==> src/rtl/load_store_unit.sv <==
// Load/store unit: decodes a memory op, issues one aligned data-memory access,
// extends load results and flags misalignment or ack timeout with a done pulse.
module load_store_unit #(
   parameter logic [7:0] TIMEOUT = 8'd255
) (
   input  logic        i_clk,
   input  logic        i_rst_n,
   input  logic        i_start,
   input  logic [3:0]  i_mem_op,
   input  logic [31:0] i_addr,
   input  logic [31:0] i_store_data,
   output logic        o_busy,
   output logic        o_done,
   output logic [31:0] o_load_data,
   output logic        o_addr_err,
   output logic        o_bus_err,
   output logic        o_dmem_req,
   output logic        o_dmem_we,
   output logic [31:0] o_dmem_addr,
   output logic [3:0]  o_dmem_be,
   output logic [31:0] o_dmem_wdata,
   input  logic        i_dmem_ack,
   input  logic [31:0] i_dmem_rdata
);

   localparam logic [3:0] OP_LB  = 4'd1;
   localparam logic [3:0] OP_LBU = 4'd2;
   localparam logic [3:0] OP_LH  = 4'd3;
   localparam logic [3:0] OP_LHU = 4'd4;
   localparam logic [3:0] OP_LW  = 4'd5;
   localparam logic [3:0] OP_SB  = 4'd6;
   localparam logic [3:0] OP_SH  = 4'd7;
   localparam logic [3:0] OP_SW  = 4'd8;

   localparam logic [1:0] SZ_B = 2'd0;
   localparam logic [1:0] SZ_H = 2'd1;
   localparam logic [1:0] SZ_W = 2'd2;

   typedef enum logic [1:0] {S_IDLE, S_ACCESS, S_FINISH} state_t;

   state_t      r_state;
   logic [7:0]  r_wait;
   logic        r_is_load;
   logic        r_sext;
   logic [1:0]  r_size;
   logic [1:0]  r_addr_lo;
   logic        r_addr_err_pend;
   logic        r_bus_err_pend;

   logic        w_is_load;
   logic        w_is_store;
   logic        w_sext;
   logic [1:0]  w_size;
   logic        w_misalign;
   logic        w_legal;
   logic [3:0]  w_be;
   logic [31:0] w_wdata;
   logic [31:0] w_lane;
   logic [31:0] w_load_ext;
   logic [7:0]  w_wait_nxt;

   // Decode the incoming request into direction, size and lane pattern
   always_comb begin
      w_is_load  = 1'b0;
      w_is_store = 1'b0;
      w_sext     = 1'b0;
      w_size     = SZ_B;
      case (i_mem_op)
         OP_LB:   begin w_is_load  = 1'b1; w_sext = 1'b1; w_size = SZ_B; end
         OP_LBU:  begin w_is_load  = 1'b1;                w_size = SZ_B; end
         OP_LH:   begin w_is_load  = 1'b1; w_sext = 1'b1; w_size = SZ_H; end
         OP_LHU:  begin w_is_load  = 1'b1;                w_size = SZ_H; end
         OP_LW:   begin w_is_load  = 1'b1;                w_size = SZ_W; end
         OP_SB:   begin w_is_store = 1'b1;                w_size = SZ_B; end
         OP_SH:   begin w_is_store = 1'b1;                w_size = SZ_H; end
         OP_SW:   begin w_is_store = 1'b1;                w_size = SZ_W; end
         default: ;
      endcase

      w_misalign = ((w_size == SZ_H) && i_addr[0]) ||
                   ((w_size == SZ_W) && (i_addr[1:0] != 2'b00));
      w_legal    = (w_is_load || w_is_store) && !w_misalign;

      case (w_size)
         SZ_B:    begin w_be = 4'b0001 << i_addr[1:0]; w_wdata = {4{i_store_data[7:0]}};  end
         SZ_H:    begin w_be = 4'b0011 << i_addr[1:0]; w_wdata = {2{i_store_data[15:0]}}; end
         default: begin w_be = 4'b1111;                w_wdata = i_store_data;            end
      endcase
   end

   // Shift the addressed lane down to bit 0 and extend it
   always_comb begin
      w_lane = i_dmem_rdata >> {r_addr_lo, 3'b000};
      case (r_size)
         SZ_B:    w_load_ext = {{24{r_sext & w_lane[7]}},  w_lane[7:0]};
         SZ_H:    w_load_ext = {{16{r_sext & w_lane[15]}}, w_lane[15:0]};
         default: w_load_ext = w_lane;
      endcase
   end

   assign w_wait_nxt = r_wait + 8'd1;

   // Control FSM with registered outputs
   always_ff @(posedge i_clk) begin
      if (!i_rst_n) begin
         r_state         <= S_IDLE;
         r_wait          <= 8'd0;
         r_is_load       <= 1'b0;
         r_sext          <= 1'b0;
         r_size          <= SZ_B;
         r_addr_lo       <= 2'b00;
         r_addr_err_pend <= 1'b0;
         r_bus_err_pend  <= 1'b0;
         o_busy          <= 1'b0;
         o_done          <= 1'b0;
         o_load_data     <= 32'd0;
         o_addr_err      <= 1'b0;
         o_bus_err       <= 1'b0;
         o_dmem_req      <= 1'b0;
         o_dmem_we       <= 1'b0;
         o_dmem_addr     <= 32'd0;
         o_dmem_be       <= 4'd0;
         o_dmem_wdata    <= 32'd0;
      end else begin
         o_done     <= 1'b0;
         o_addr_err <= 1'b0;
         o_bus_err  <= 1'b0;
         case (r_state)
            S_IDLE: begin
               if (i_start) begin
                  r_is_load       <= w_is_load;
                  r_sext          <= w_sext;
                  r_size          <= w_size;
                  r_addr_lo       <= i_addr[1:0];
                  r_addr_err_pend <= w_misalign && (w_is_load || w_is_store);
                  r_bus_err_pend  <= 1'b0;
                  r_wait          <= 8'd0;
                  o_busy          <= 1'b1;
                  if (w_legal) begin
                     r_state      <= S_ACCESS;
                     o_dmem_req   <= 1'b1;
                     o_dmem_we    <= w_is_store;
                     o_dmem_addr  <= {i_addr[31:2], 2'b00};
                     o_dmem_be    <= w_be;
                     o_dmem_wdata <= w_wdata;
                  end else begin
                     r_state <= S_FINISH;
                  end
               end
            end
            S_ACCESS: begin
               // An ack in the timeout cycle still completes the access cleanly
               if (i_dmem_ack) begin
                  if (r_is_load) o_load_data <= w_load_ext;
                  o_dmem_req <= 1'b0;
                  o_dmem_we  <= 1'b0;
                  r_state    <= S_FINISH;
               end else if (w_wait_nxt == TIMEOUT) begin
                  r_wait         <= w_wait_nxt;
                  r_bus_err_pend <= 1'b1;
                  o_dmem_req     <= 1'b0;
                  o_dmem_we      <= 1'b0;
                  r_state        <= S_FINISH;
               end else begin
                  r_wait <= w_wait_nxt;
               end
            end
            S_FINISH: begin
               o_done     <= 1'b1;
               o_addr_err <= r_addr_err_pend;
               o_bus_err  <= r_bus_err_pend;
               o_busy     <= 1'b0;
               r_state    <= S_IDLE;
            end
            default: begin
               o_busy  <= 1'b0;
               r_state <= S_IDLE;
            end
         endcase
      end
   end

endmodule

==> config.mk <==
export PLATFORM = sky130hd
export DESIGN_NAME = load_store_unit
export DESIGN_NICKNAME = d
export VERILOG_FILES = /design/src/rtl/load_store_unit.sv
export SDC_FILE = /design/constraint.sdc
export NUM_CORES = 1
export LEC_CHECK = 0
export BUFFER_PORTS_ARGS = -buffer_cell sky130_fd_sc_hd__buf_2
export CORE_MARGIN = 2
export CORE_UTILIZATION = 35
export CTS_CLUSTER_DIAMETER = 50
export DETAILED_ROUTE_END_ITERATION = 8
export GPL_ROUTABILITY_DRIVEN = 0
export PLACE_DENSITY_LB_ADDON = 0.05
export RECOVER_POWER = 100
export SLEW_MARGIN = 20
export SYNTH_ARGS = -nofsm -noshare
export SYNTH_HDL_FRONTEND = slang
export SYNTH_SLANG_ARGS = --single-unit
==> constraint.sdc <==
create_clock -name i_clk -period 2.7 [get_ports i_clk]
set_clock_uncertainty 0.1 [all_clocks]
set_input_delay 0.54 -clock i_clk [delete_from_list [all_inputs] [get_ports i_clk]]
set_output_delay 0.54 -clock i_clk [all_outputs]
set_load 0.005 [all_outputs]
==> flow_summary.html, run 1 <==
<table>
<tr><th>Metric</th><th>Value</th></tr>
<tr><th colspan="2">Power and ir drop</th></tr>
<tr><td>Combinational cell fraction of total power</td><td>12.2%</td></tr>
<tr><td>Relative contribution of sequential cells to total power</td><td>around two fifths</td></tr>
<tr><td>Total power consumption of the routed design</td><td>between 0.004 and 0.005 W</td></tr>
<tr><td>Internal cell power</td><td>approximately 0.0035 W</td></tr>
<tr><td>Power dissipated by switching net loads</td><td>roughly 0.0011 W</td></tr>
<tr><td>Leakage power figure</td><td>2.931 nW</td></tr>
<tr><td>Pwr dens</td><td>650.0 nW/um2</td></tr>
<tr><td>Switching share of power</td><td>24.75%</td></tr>
<tr><td>Largest vdd supply drop</td><td>0.0004168 V</td></tr>
<tr><td>Clock network fraction of design power</td><td>46.1%</td></tr>
<tr><th colspan="2">Setup path</th></tr>
<tr><td>Family with the most delay on the worst path</td><td>compound AO/OA/AOI/OAI gates</td></tr>
<tr><td>Reg2reg start</td><td>r_addr_lo[0]$_SDFFE_PN0P_</td></tr>
<tr><td>Ordered list of cells on the worst path</td><td>clkbuf_1 -&gt; nor4b_1 -&gt; o21ai_0 -&gt; a31oi_4 -&gt; buf_12 -&gt; clkbuf_1 -&gt; o21ai_0 -&gt; a31oi_1</td></tr>
<tr><td>WP data required</td><td>between 2 and 3 ns</td></tr>
<tr><td>Largest driver fanout on the critical path</td><td>24</td></tr>
<tr><td>Endpoint of the worst-slack reg-to-reg timing path</td><td>o_load_data[21]$_SDFFE_PN0P_</td></tr>
<tr><td>Arrival time of the worst setup path</td><td>2.50 ns</td></tr>
<tr><td>Worst Setup End Kind</td><td>flip-flop</td></tr>
<tr><td>Number of buffer and inverter instances along the worst setup path</td><td>3</td></tr>
<tr><td>Slowest cell on the critical path</td><td>nor4b_1</td></tr>
<tr><td>Worst Reg2Reg Path Length in Cells</td><td>6</td></tr>
<tr><td>Worst Setup Start Kind</td><td>input port</td></tr>
<tr><td>Reg2Reg Setup Slack</td><td>0.44 ns</td></tr>
<tr><td>Setup Crit Path Kind</td><td>input port to flip-flop</td></tr>
<tr><td>Worst path max stage delay</td><td>between 0.4 and 0.5 ns</td></tr>
<tr><th colspan="2">Floorplanning</th></tr>
<tr><td>Width of the die</td><td>128.7 um</td></tr>
<tr><td>Effective utilization at floorplan</td><td>between 30% and 40%</td></tr>
<tr><td>Number of top-level pins</td><td>210</td></tr>
<tr><td>Core Footprint</td><td>15200 um2</td></tr>
<tr><td>Vert. Die Dim</td><td>between 100 and 150 um</td></tr>
<tr><td>Die Area</td><td>16560 um2</td></tr>
<tr><td>Row count</td><td>45</td></tr>
<tr><th colspan="2">Timing</th></tr>
<tr><td>Final Hold Viols</td><td>0</td></tr>
<tr><td>Final max-slew violation count</td><td>0</td></tr>
<tr><td>Setup repair after global routing missed its margin</td><td>false</td></tr>
<tr><td>Final Setup Violations</td><td>0</td></tr>
<tr><td>Post-route clock period utilization</td><td>84.03%</td></tr>
<tr><td>Peak Freq</td><td>440.8 MHz</td></tr>
<tr><td>Tightest slew margin relative to the limit</td><td>32.88%</td></tr>
<tr><td>Transition time of the tightest slew-check pin</td><td>0.9991 ns</td></tr>
<tr><td>Setup Total Neg Slack</td><td>0 ns</td></tr>
<tr><td>Shortest period the worst path allows</td><td>between 2 and 2.5 ns</td></tr>
<tr><th colspan="2">Route</th></tr>
<tr><td>Via-per-instance ratio</td><td>5.130</td></tr>
<tr><td>Number of DRC markers after the initial detailed-route iteration</td><td>261</td></tr>
<tr><td>Remaining antenna violation count</td><td>0</td></tr>
<tr><td>DRT Pass-1 Iters</td><td>5</td></tr>
<tr><td>Detailed-route via count</td><td>5294</td></tr>
<tr><td>DRC viols</td><td>0</td></tr>
<tr><td>Average wire per cell in the routed design</td><td>about 16 um</td></tr>
<tr><td>Total wirelength of the detailed-routed design</td><td>16210 um</td></tr>
<tr><th colspan="2">Logic synthesis</th></tr>
<tr><td>Share of flip-flops with an asynchronous set or reset</td><td>0%</td></tr>
<tr><td>Warnings from Yosys</td><td>0</td></tr>
<tr><td>Number of enable flip-flop cells after synthesis</td><td>0</td></tr>
<tr><td>Mean post-synth cell area</td><td>about 8.6 um2</td></tr>
<tr><td>#FFs+latches synth</td><td>122</td></tr>
<tr><td>Summed instance area of the synthesized netlist</td><td>~5400 um2</td></tr>
<tr><td>Count of unique library cells instantiated by Yosys</td><td>55</td></tr>
<tr><td>Part of the Yosys area used for sequential elements</td><td>44.88%</td></tr>
<tr><td>Ys flop type</td><td>dfxtp_1</td></tr>
<tr><td>Number of cells produced by synthesis</td><td>approximately 630</td></tr>
<tr><th colspan="2">Clocking</th></tr>
<tr><td>Hold buffer count at cts</td><td>0</td></tr>
<tr><td>CTS clk-pin slew, worst paths</td><td>0.06 ns</td></tr>
<tr><td>Total setup buffers inserted after CTS</td><td>0</td></tr>
<tr><td>Clock Sinks</td><td>122</td></tr>
<tr><td>Master cell of the clock root buffer</td><td>clkbuf_16</td></tr>
<tr><td>CTS max path bufs</td><td>2</td></tr>
<tr><td>Number of H-tree levels</td><td>4</td></tr>
<tr><td>TritonCTS clock tree</td><td>yes</td></tr>
<tr><td>Cts repair resizes</td><td>0</td></tr>
<tr><td>Latest clock arrival within the worst-skew pair</td><td>0.41 ns</td></tr>
<tr><td>Number of clock buffers inserted by TritonCTS</td><td>17</td></tr>
<tr><th colspan="2">Hold path</th></tr>
<tr><td>Worst Min Path Start</td><td>i_addr[5]</td></tr>
<tr><td>Worst Hold Path EP</td><td>o_dmem_addr[5]$_SDFFE_PN0P_</td></tr>
<tr><td>Hold Path Depth</td><td>3</td></tr>
<tr><td>Worst hold path type</td><td>input port to flip-flop</td></tr>
<tr><th colspan="2">Global route</th></tr>
<tr><td>Initial antenna violation count</td><td>3</td></tr>
<tr><td>First-pass GRT wire length</td><td>about 25000 um</td></tr>
<tr><td>Pin count of the biggest net entering global routing</td><td>48</td></tr>
<tr><td>Global-route usage over all layers</td><td>19.38%</td></tr>
<tr><td>Number of global-route vias before repair</td><td>between 5000 and 6000</td></tr>
<tr><td>Global route total overflow</td><td>0</td></tr>
<tr><th colspan="2">Layout</th></tr>
<tr><td>Util after Layout</td><td>around 47%</td></tr>
<tr><td>Most frequent cells in the layout</td><td>buf_2 (147), dfxtp_1 (122), nand2_1 (91)</td></tr>
<tr><td>Fraction of final layout cells sized beyond drive strength 1</td><td>about a quarter</td></tr>
<tr><td>Filler-free cell count of the finished design</td><td>1032</td></tr>
<tr><td>Synth-to-layout area growth</td><td>31.23%</td></tr>
<tr><td>Most common cell after layout, fill and taps aside</td><td>buf_2</td></tr>
<tr><td>Post-layout net count</td><td>~940</td></tr>
<tr><th colspan="2">Place</th></tr>
<tr><td>Count of port buffers added during placement</td><td>207</td></tr>
<tr><td>Cell total after placement</td><td>999</td></tr>
<tr><td>Final HPWL from detailed placement</td><td>between 10000 and 15000 um</td></tr>
<tr><th colspan="2">Run status</th></tr>
<tr><td>Status</td><td>finished, final reports clean</td></tr>
<tr><th colspan="2">Flow run</th></tr>
<tr><td>Total of max-cap violations</td><td>0</td></tr>
</table>
==> final cells by class <==
class                      count  area (um2)
fill                        1554        8061
multi-input combinational    456        2743
sequential                   122        2442
timing repair buffer         227        1135
clock buffer                  25       495.5
tap                          188       235.2
clock inverter                 7       65.06
inverter                       6       22.52
antenna                        1       2.502
==> sequential cells by signal, indices dropped and copies added (netlist names), 2 cells and up <==
signal	count
o_dmem_wdata	32
o_load_data	32
o_dmem_addr	30
r_wait	8
o_dmem_be	4
r_addr_lo	2
r_size	2
r_state	2
==> cell families (layout without fill, tap and decap cells) <==
group | after synthesis | in the layout | synth area share, %
simple gates | 207 | 207 | 16.81
fa+ha+maj | 2 | 2 | 0.4598
flops | 122 | 122 | 44.88
compound gates | 180 | 180 | 20.63
xor+xnor | 1 | 1 | 0.1610
buf+inv | 54 | 265 | 4.783
other cells | 1 | 3 | 0.06892
mux | 64 | 64 | 12.21
==> worst max-delay path by stage <==
stage / start / endpoint / slack, ns / cells past startpoint
final: i_mem_op[2] / o_dmem_wdata[15]$_SDFFE_PN0P_ / 0.43 / 8
after global routing: i_mem_op[2] / o_dmem_wdata[25]$_SDFFE_PN0P_ / 0.18 / 8
after CTS: r_addr_lo[0]$_SDFFE_PN0P_ / o_load_data[21]$_SDFFE_PN0P_ / 0.48 / 6
after detailed placement: i_mem_op[2] / o_dmem_addr[25]$_SDFFE_PN0P_ / 0.21 / 7
after global placement: i_mem_op[2] / o_dmem_addr[20]$_SDFFE_PN0P_ / 0.29 / 7
after floorplan: i_mem_op[2] / o_dmem_wdata[10]$_SDFFE_PN0P_ / 0.68 / 7
==> metal layers <==
| layer | share of wire (%) | GRT usage [%] | vias to the layer above |
|---|---|---|---|
| li1 | - | - | 2644 |
| met1 | 44 | 24.31 | 2445 |
| met2 | 47 | 31.34 | 179 |
| met3 | 7.9 | 6.736 | 22 |
| met4 | 1.4 | 6.202 | 4 |
| met5 | 0.14 | 0 | - |
==> cells in the mapped netlist (2+ instances only) <==
library cell  instances  area share (%)
and2_1                3            0.34
o211a_1               3            0.55
a21oi_1              53             4.9
a31oi_4               2            0.78
nor3_1                4            0.37
a311oi_1             10             1.6
o21ai_1               3            0.28
nor2b_1               6            0.69
nor4_1                2            0.23
o21ai_0              55             5.1
nand3b_1              2            0.28
dfxtp_1             122              45
nor3b_2               2            0.46
o211ai_1              8             1.1
mux2_2                9             1.9
nand2b_1              6            0.69
o21bai_1              2            0.28
buf_4                 9             1.2
a31oi_1              20             2.3
nand4_1               2            0.23
a22oi_1               9             1.2
buf_2                13             1.2
mux2i_1              54             9.9
inv_1                 5            0.34
nor2_1               65             4.5
or3_1                 2            0.23
a21o_1                4            0.55
buf_1                 2            0.14
a41oi_1               2            0.32
clkbuf_1             23             1.6
ha_1                  2            0.46
nand4b_1              2            0.32
nand2_1              91             6.3
nand3_1              12             1.1
nor3b_1               2            0.28
==> through the flow <==
stage          hold slack [ns]  area, um2  setup WS, ns
3_5_place_dp            0.3519       6666        0.2133
4_1_cts                 0.2502       7227        0.4834
5_1_grt                 0.2603       7138        0.1812
6_report                0.2656       7141        0.4311
2_1_floorplan           0.3306       5445        0.6835
3_3_place_gp            0.3449       6666        0.2946
==> worst register-to-register path: cells and delay by family, from the launching register on <==
family	cells	cell delay (ns)
buffers and inverters	1	0.35
multiplexers	2	0.59
flip-flops	1	0.34
AO/OA/AOI/OAI	3	0.74
==> power groups by stage <==
stage                     Combinational, W  Clock [W]  Sequential (W)
after floorplan                   0.000331          0         0.00196
after global placement            0.000581          0         0.00197
after detailed placement          0.000589          0         0.00197
after CTS                         0.000591    0.00219         0.00193
after global routing              0.000632    0.00227         0.00194
final                             0.000568    0.00214         0.00193
(Power assumes the default switching activity.)
==> run 2, diff against run 1 <==
==> constraint.sdc (replaced) <==
create_clock -name i_clk -period 2.05 [get_ports i_clk]
set_clock_uncertainty 0.1 [all_clocks]
set_input_delay 0.41 -clock i_clk [delete_from_list [all_inputs] [get_ports i_clk]]
set_output_delay 0.41 -clock i_clk [all_outputs]
set_load 0.005 [all_outputs]
==> flow_summary.html, run 2 (synthesis results as in run 1) <==
<table>
<tr><th>Metric</th><th>Value</th></tr>
<tr><th colspan="2">Route</th></tr>
<tr><td>Via-per-instance ratio</td><td>roughly 5.1</td></tr>
<tr><td>Total wirelength of the detailed-routed design</td><td>16580 um</td></tr>
<tr><td>Detailed-route via count</td><td>5429</td></tr>
<tr><td>DRT Pass-1 Iters</td><td>4</td></tr>
<tr><td>DRC viols</td><td>0</td></tr>
<tr><td>Number of DRC markers after the initial detailed-route iteration</td><td>292</td></tr>
<tr><td>Average wire per cell in the routed design</td><td>15.53 um</td></tr>
<tr><td>Remaining antenna violation count</td><td>0</td></tr>
<tr><th colspan="2">Layout</th></tr>
<tr><td>Fraction of final layout cells sized beyond drive strength 1</td><td>roughly 30%</td></tr>
<tr><td>Final antenna diode count</td><td>0</td></tr>
<tr><td>Area of the multi-input gates</td><td>2735 um2</td></tr>
<tr><td>Finished Cell Area</td><td>7556 um2</td></tr>
<tr><td>Filler instances</td><td>~1500</td></tr>
<tr><td>Largest registers</td><td>o_dmem_wdata: 32 flops, o_load_data: 32 flops, o_dmem_addr: 30 flops</td></tr>
<tr><td>Post-layout net count</td><td>973</td></tr>
<tr><td>Sequential cell area</td><td>2444 um2</td></tr>
<tr><td>Synth-to-layout area growth</td><td>38.86%</td></tr>
<tr><td>Util after Layout</td><td>49.70%</td></tr>
<tr><td>Most frequent cells in the layout</td><td>buf_2 (156), dfxtp_1 (121), nand2_1 (91)</td></tr>
<tr><td>Most common cell after layout, fill and taps aside</td><td>buf_2</td></tr>
<tr><th colspan="2">Global route</th></tr>
<tr><td>Pin count of the biggest net entering global routing</td><td>33</td></tr>
<tr><td>First-pass GRT wire length</td><td>26540 um</td></tr>
<tr><td>Met2 track demand over resource in global routing</td><td>32.74%</td></tr>
<tr><td>Met3 Resource Use GR</td><td>7.069%</td></tr>
<tr><td>Most used routing layer in global routing</td><td>met2</td></tr>
<tr><td>Global-route usage over all layers</td><td>20.31%</td></tr>
<tr><td>Met1 layer usage reported by global route</td><td>25.65%</td></tr>
<tr><td>Global route total overflow</td><td>0</td></tr>
<tr><td>Number of global-route vias before repair</td><td>around 5400</td></tr>
<tr><td>Initial antenna violation count</td><td>1</td></tr>
<tr><th colspan="2">Floorplanning</th></tr>
<tr><td>Core Footprint</td><td>about 15000 um2</td></tr>
<tr><td>Number of top-level pins</td><td>210</td></tr>
<tr><td>Row count</td><td>45</td></tr>
<tr><td>Die Area</td><td>approximately 17000 um2</td></tr>
<tr><td>Width of the die</td><td>about 130 um</td></tr>
<tr><td>Effective utilization at floorplan</td><td>35.79%</td></tr>
<tr><td>Vert. Die Dim</td><td>~130 um</td></tr>
<tr><th colspan="2">Clocking</th></tr>
<tr><td>Master cell of the clock root buffer</td><td>clkbuf_16</td></tr>
<tr><td>Clock Sinks</td><td>122</td></tr>
<tr><td>Number of H-tree levels</td><td>4</td></tr>
<tr><td>Number of clock buffers inserted by TritonCTS</td><td>17</td></tr>
<tr><td>TritonCTS clock tree</td><td>yes</td></tr>
<tr><td>Hold buffer count at cts</td><td>0</td></tr>
<tr><td>CTS max path bufs</td><td>2</td></tr>
<tr><td>CTS clk-pin slew, worst paths</td><td>about 0.060 ns</td></tr>
<tr><td>Latest clock arrival within the worst-skew pair</td><td>0.41 ns</td></tr>
<tr><th colspan="2">Power and ir drop</th></tr>
<tr><td>Pwr dens</td><td>834.3 nW/um2</td></tr>
<tr><td>Combinational cell fraction of total power</td><td>between 10% and 20%</td></tr>
<tr><td>Power dissipated by switching net loads</td><td>between 0.0015 and 0.002 W</td></tr>
<tr><td>Leakage power figure</td><td>3.179 nW</td></tr>
<tr><td>Largest vdd supply drop</td><td>0.0005705 V</td></tr>
<tr><td>Switching share of power</td><td>between 20 and 30%</td></tr>
<tr><td>Clock network fraction of design power</td><td>46.4%</td></tr>
<tr><td>Relative contribution of sequential cells to total power</td><td>40.3%</td></tr>
<tr><td>Internal cell power</td><td>0.004666 W</td></tr>
<tr><th colspan="2">Setup path</th></tr>
<tr><td>Arrival time of the worst setup path</td><td>2.16 ns</td></tr>
<tr><td>Largest driver fanout on the critical path</td><td>4</td></tr>
<tr><td>Family with the most delay on the worst path</td><td>compound AO/OA/AOI/OAI gates</td></tr>
<tr><td>Number of buffer and inverter instances along the worst setup path</td><td>1</td></tr>
<tr><td>Slowest cell on the critical path</td><td>dfxtp_1</td></tr>
<tr><td>WP data required</td><td>2.26 ns</td></tr>
<tr><td>Worst Setup End Kind</td><td>flip-flop</td></tr>
<tr><td>Ordered list of cells on the worst path</td><td>buf_4 -&gt; and2_1 -&gt; nand4_1 -&gt; mux2i_2 -&gt; a31oi_4 -&gt; o311a_1</td></tr>
<tr><td>Setup Crit Path Kind</td><td>flip-flop to flip-flop</td></tr>
<tr><td>Worst Setup Start Kind</td><td>flip-flop</td></tr>
<tr><td>Reg2Reg Setup Slack</td><td>roughly 0.098 ns</td></tr>
<tr><td>Worst path max stage delay</td><td>between 0.3 and 0.4 ns</td></tr>
<tr><th colspan="2">Timing</th></tr>
<tr><td>Slack of the critical path</td><td>0.09836 ns</td></tr>
<tr><td>Final Setup Violations</td><td>0</td></tr>
<tr><td>Peak Freq</td><td>around 510 MHz</td></tr>
<tr><td>Tightest slew margin relative to the limit</td><td>between 60% and 70%</td></tr>
<tr><td>Final max-slew violation count</td><td>0</td></tr>
<tr><td>Setup repair after global routing missed its margin</td><td>false</td></tr>
<tr><td>Shortest period the worst path allows</td><td>a little under 2 ns</td></tr>
<tr><td>Final Hold Viols</td><td>0</td></tr>
<tr><td>Post-route clock period utilization</td><td>between 90% and 100%</td></tr>
<tr><td>Transition time of the tightest slew-check pin</td><td>0.5655 ns</td></tr>
<tr><th colspan="2">Place</th></tr>
<tr><td>Final HPWL from detailed placement</td><td>~12000 um</td></tr>
<tr><td>Worst slack after detailed placement</td><td>-0.1085 ns</td></tr>
<tr><td>Count of port buffers added during placement</td><td>207</td></tr>
<tr><td>Standard cell area after detailed placement</td><td>7069 um2</td></tr>
<tr><th colspan="2">Hold path</th></tr>
<tr><td>Worst hold path type</td><td>input port to flip-flop</td></tr>
<tr><th colspan="2">Flow run</th></tr>
<tr><td>Total of max-cap violations</td><td>0</td></tr>
<tr><th colspan="2">Run status</th></tr>
<tr><td>Status</td><td>finished, final reports clean</td></tr>
</table>
-- run 2: power by group through the flow --
stage	sequential, W	combinational (W)	clock [W]
final	0.00254	0.000837	0.00293
after CTS	0.00254	0.000868	0.00300
after detailed placement	0.00259	0.000864	0
after global placement	0.00259	0.000854	0
after floorplan	0.00259	0.000436	0
after global routing	0.00255	0.000928	0.00313
-- run 2: layout make-up --
class	instances	area share (%)
Multi-Input combinational cell	456	36.20
Tap cell	188	3.113
Timing Repair Buffer	264	20.42
Clock buffer	17	5.630
Sequential cell	122	32.34
Clock inverter	15	2.004
Inverter	6	0.2981
-- run 2: stage by stage --
| step | total power (W) | setup TNS [ns] | instances | hold slack, ns |
|---|---|---|---|---|
| final | 0.006304 | 0 | 1068 | 0.1276 |
| after global routing | 0.006606 | 0 | 1068 | 0.1138 |
| after floorplan | 0.003024 | 0 | 632 | 0.3306 |
| after detailed placement | 0.003451 | -3.934 | 1036 | 0.3441 |
| after global placement | 0.003439 | -3.587 | 1036 | 0.3458 |
| after CTS | 0.006407 | 0 | 1068 | 0.1075 |
-- run 2: final timing paths --
path / startpoint / endpoint / cells past startpoint
max: r_wait[0]$_SDFFE_PN0P_ / o_dmem_we$_SDFFE_PN0P_ / 6
min: i_addr[5] / o_dmem_addr[5]$_SDFFE_PN0P_ / 3
max reg2reg: r_wait[0]$_SDFFE_PN0P_ / o_dmem_we$_SDFFE_PN0P_ / 6
min reg2reg: o_load_data[0]$_SDFFE_PN0P_ / o_load_data[0]$_SDFFE_PN0P_ / 2
-- run 2: what timing repair did --
item,CTS,global route
hold endpoints to repair,0,0
setup endpoints to repair,1,2
gates resized for setup,2,3
buffers inserted,0,0
-- run 2: layer usage --
metal	vias to the layer above	wire [um]
met5	-	11
met3	19	1182
met2	184	7806
li1	2708	-
met4	2	197
met1	2516	7383
-- run 2: worst min-delay path, stage by stage --
cell     delay [ns]
buf_2          0.07
mux2i_1        0.05
nor2_1         0.07
==> run 3, diff against run 2 <==
--- a/config.mk
+++ b/config.mk
@@ -7,12 +7,11 @@
 export LEC_CHECK = 0
 export BUFFER_PORTS_ARGS = -buffer_cell sky130_fd_sc_hd__buf_2
 export CORE_MARGIN = 2
-export CORE_UTILIZATION = 35
+export CORE_UTILIZATION = 44
 export CTS_CLUSTER_DIAMETER = 50
 export DETAILED_ROUTE_END_ITERATION = 8
 export GPL_ROUTABILITY_DRIVEN = 0
 export PLACE_DENSITY_LB_ADDON = 0.05
-export RECOVER_POWER = 100
 export SLEW_MARGIN = 20
 export SYNTH_ARGS = -nofsm -noshare
 export SYNTH_HDL_FRONTEND = slang
==> flow_summary.html, run 3 (synthesis results as in run 1) <==
<table>
<tr><th>Metric</th><th>Value</th></tr>
<tr><th colspan="2">Run status</th></tr>
<tr><td>Status</td><td>finished, final reports clean</td></tr>
<tr><th colspan="2">Floorplanning</th></tr>
<tr><td>Vert. Die Dim</td><td>115.2 um</td></tr>
<tr><td>Row count</td><td>40</td></tr>
<tr><td>Effective utilization at floorplan</td><td>45.11%</td></tr>
<tr><td>Width of the die</td><td>115.2 um</td></tr>
<tr><td>Number of top-level pins</td><td>210</td></tr>
<tr><td>Core Footprint</td><td>12060 um2</td></tr>
<tr><td>Die Area</td><td>between 10000 and 15000 um2</td></tr>
<tr><th colspan="2">Setup path</th></tr>
<tr><td>Worst Setup Start Kind</td><td>flip-flop</td></tr>
<tr><td>Largest driver fanout on the critical path</td><td>7</td></tr>
<tr><td>Setup Crit Path Kind</td><td>flip-flop to flip-flop</td></tr>
<tr><td>Ordered list of cells on the worst path</td><td>and2_1 -&gt; nand4_1 -&gt; mux2i_1 -&gt; a31oi_4 -&gt; o311a_1</td></tr>
<tr><td>Arrival time of the worst setup path</td><td>2.15 ns</td></tr>
<tr><td>Family with the most delay on the worst path</td><td>compound AO/OA/AOI/OAI gates</td></tr>
<tr><td>Worst Setup End Kind</td><td>flip-flop</td></tr>
<tr><td>Worst path max stage delay</td><td>0.42 ns</td></tr>
<tr><td>WP data required</td><td>2.25 ns</td></tr>
<tr><td>Number of buffer and inverter instances along the worst setup path</td><td>0</td></tr>
<tr><td>Slowest cell on the critical path</td><td>dfxtp_1</td></tr>
<tr><th colspan="2">Route</th></tr>
<tr><td>Total wirelength of the detailed-routed design</td><td>15620 um</td></tr>
<tr><td>Number of DRC markers after the initial detailed-route iteration</td><td>approximately 360</td></tr>
<tr><td>DRT Pass-1 Iters</td><td>5</td></tr>
<tr><td>DRC viols</td><td>0</td></tr>
<tr><td>Via-per-instance ratio</td><td>5.230</td></tr>
<tr><td>Detailed-route via count</td><td>5450</td></tr>
<tr><td>Remaining antenna violation count</td><td>0</td></tr>
<tr><td>Average wire per cell in the routed design</td><td>14.99 um</td></tr>
<tr><th colspan="2">Layout</th></tr>
<tr><td>Largest registers</td><td>o_dmem_wdata: 32 flops, o_load_data: 32 flops, o_dmem_addr: 30 flops</td></tr>
<tr><td>Final antenna diode count</td><td>0</td></tr>
<tr><td>Filler instances</td><td>roughly 1000</td></tr>
<tr><td>Synth-to-layout area growth</td><td>39.02%</td></tr>
<tr><td>Most common cell after layout, fill and taps aside</td><td>buf_2</td></tr>
<tr><td>Util after Layout</td><td>62.72%</td></tr>
<tr><td>Finished Cell Area</td><td>7565 um2</td></tr>
<tr><td>Post-layout net count</td><td>a little under 1000</td></tr>
<tr><td>Most frequent cells in the layout</td><td>buf_2 (207), dfxtp_1 (121), nand2_1 (91)</td></tr>
<tr><td>Fraction of final layout cells sized beyond drive strength 1</td><td>between 30% and 40%</td></tr>
<tr><th colspan="2">Flow run</th></tr>
<tr><td>Total of max-cap violations</td><td>0</td></tr>
<tr><th colspan="2">Power and ir drop</th></tr>
<tr><td>Pwr dens</td><td>844.8 nW/um2</td></tr>
<tr><td>Largest vdd supply drop</td><td>about 0.0005 V</td></tr>
<tr><td>Total power consumption of the routed design</td><td>0.006391 W</td></tr>
<tr><td>Leakage power figure</td><td>3.386 nW</td></tr>
<tr><th colspan="2">Global route</th></tr>
<tr><td>First-pass GRT wire length</td><td>~24000 um</td></tr>
<tr><td>Number of global-route vias before repair</td><td>roughly 5000</td></tr>
<tr><td>Initial antenna violation count</td><td>0</td></tr>
<tr><td>Global-route usage over all layers</td><td>23.24%</td></tr>
<tr><td>Global route total overflow</td><td>0</td></tr>
<tr><td>Pin count of the biggest net entering global routing</td><td>48</td></tr>
<tr><th colspan="2">Clocking</th></tr>
<tr><td>Number of H-tree levels</td><td>4</td></tr>
<tr><td>Total setup buffers inserted after CTS</td><td>0</td></tr>
<tr><td>Number of clock buffers inserted by TritonCTS</td><td>17</td></tr>
<tr><td>Clock Sinks</td><td>122</td></tr>
<tr><td>CTS clk-pin slew, worst paths</td><td>0.05 ns</td></tr>
<tr><td>TritonCTS clock tree</td><td>yes</td></tr>
<tr><td>Master cell of the clock root buffer</td><td>clkbuf_16</td></tr>
<tr><td>Latest clock arrival within the worst-skew pair</td><td>0.41 ns</td></tr>
<tr><td>CTS max path bufs</td><td>2</td></tr>
<tr><th colspan="2">Timing</th></tr>
<tr><td>Tightest slew margin relative to the limit</td><td>59.52%</td></tr>
<tr><td>Shortest period the worst path allows</td><td>1.951 ns</td></tr>
<tr><td>Final Hold Viols</td><td>0</td></tr>
<tr><td>Final worst hold slack</td><td>0.1363 ns</td></tr>
<tr><td>Final Setup Violations</td><td>0</td></tr>
<tr><td>Transition time of the tightest slew-check pin</td><td>0.6050 ns</td></tr>
<tr><td>Setup repair after global routing missed its margin</td><td>false</td></tr>
<tr><td>Peak Freq</td><td>512.6 MHz</td></tr>
<tr><td>Setup Total Neg Slack</td><td>0 ns</td></tr>
<tr><td>Post-route clock period utilization</td><td>between 90% and 100%</td></tr>
<tr><td>Final max-slew violation count</td><td>0</td></tr>
<tr><th colspan="2">Place</th></tr>
<tr><td>Standard cell area after detailed placement</td><td>6949 um2</td></tr>
<tr><td>Final HPWL from detailed placement</td><td>11480 um</td></tr>
<tr><td>Count of port buffers added during placement</td><td>207</td></tr>
<tr><th colspan="2">Hold path</th></tr>
<tr><td>Worst hold path type</td><td>input port to flip-flop</td></tr>
</table>
[run 3: cell count changes in the layout (fill, tap and decap cells not counted), moves of 2 or more]
cell / previous run / this run
clkbuf_4: 2 / 0
buf_12: 13 / 9
inv_6: 2 / 0
clkbuf_1: 55 / 2
clkbuf_2: 2 / 0
buf_4: 36 / 42
buf_2: 156 / 207
clkbuf_8: 0 / 2
clkinv_2: 5 / 3
[run 3: per-stage QoR]
stage	instances	setup WS, ns
2_1_floorplan	632	0.08296
3_3_place_gp	1010	-0.1175
3_5_place_dp	1010	-0.1522
4_1_cts	1042	0.05717
5_1_grt	1042	0.003215
6_report	1042	0.09915
[run 3: repair_timing]
action                                  CTS  global route
hold buffers                              0             0
endpoints found under the hold margin     0             0
resized for setup                         0             3
endpoints found under the setup margin    0             2
[run 3: layout make-up]
cell class | instances | area, um2 | share of cell area, %
clock buffers | 21 | 460.4 | 6.087
clock inverters | 11 | 145.1 | 1.919
inverters | 6 | 22.52 | 0.2977
multi-input cells | 456 | 2751 | 36.37
flip-flops and latches | 122 | 2444 | 32.30
well taps | 168 | 210.2 | 2.779
repair buffers | 258 | 1531 | 20.24
[run 3: final timing paths]
kind | from | endpoint | slack [ns] | cells past startpoint
worst min-delay path | i_addr[29] | o_dmem_addr[29]$_SDFFE_PN0P_ | 0.14 | 3
worst min register to register | o_load_data[6]$_SDFFE_PN0P_ | o_load_data[6]$_SDFFE_PN0P_ | 0.35 | 2
worst max register to register | r_wait[0]$_SDFFE_PN0P_ | o_dmem_we$_SDFFE_PN0P_ | 0.1 | 5
worst max-delay path | r_wait[0]$_SDFFE_PN0P_ | o_dmem_we$_SDFFE_PN0P_ | 0.1 | 5
[run 3: metal layers]
| metal | vias up | wire length (um) | track usage (%) |
|---|---|---|---|
| li1 | 2699 | - | - |
| met1 | 2483 | 6774 | 30.16 |
| met2 | 249 | 7394 | 37.22 |
| met3 | 19 | 1210 | 6.168 |
| met4 | 0 | 242 | 8.675 |
| met5 | - | 0 | 0 |
[run 3: worst min-delay path: stages]
cell and delay (ns):
buf_2 0.07, mux2i_1 0.05, nor2_1 0.07
[run 3: power by group]
group	internal (W)	switching, W
clock network	0.00197	0.00104
registers	0.00248	0.0000568
logic	0.000404	0.000437
total	0.00485	0.00154
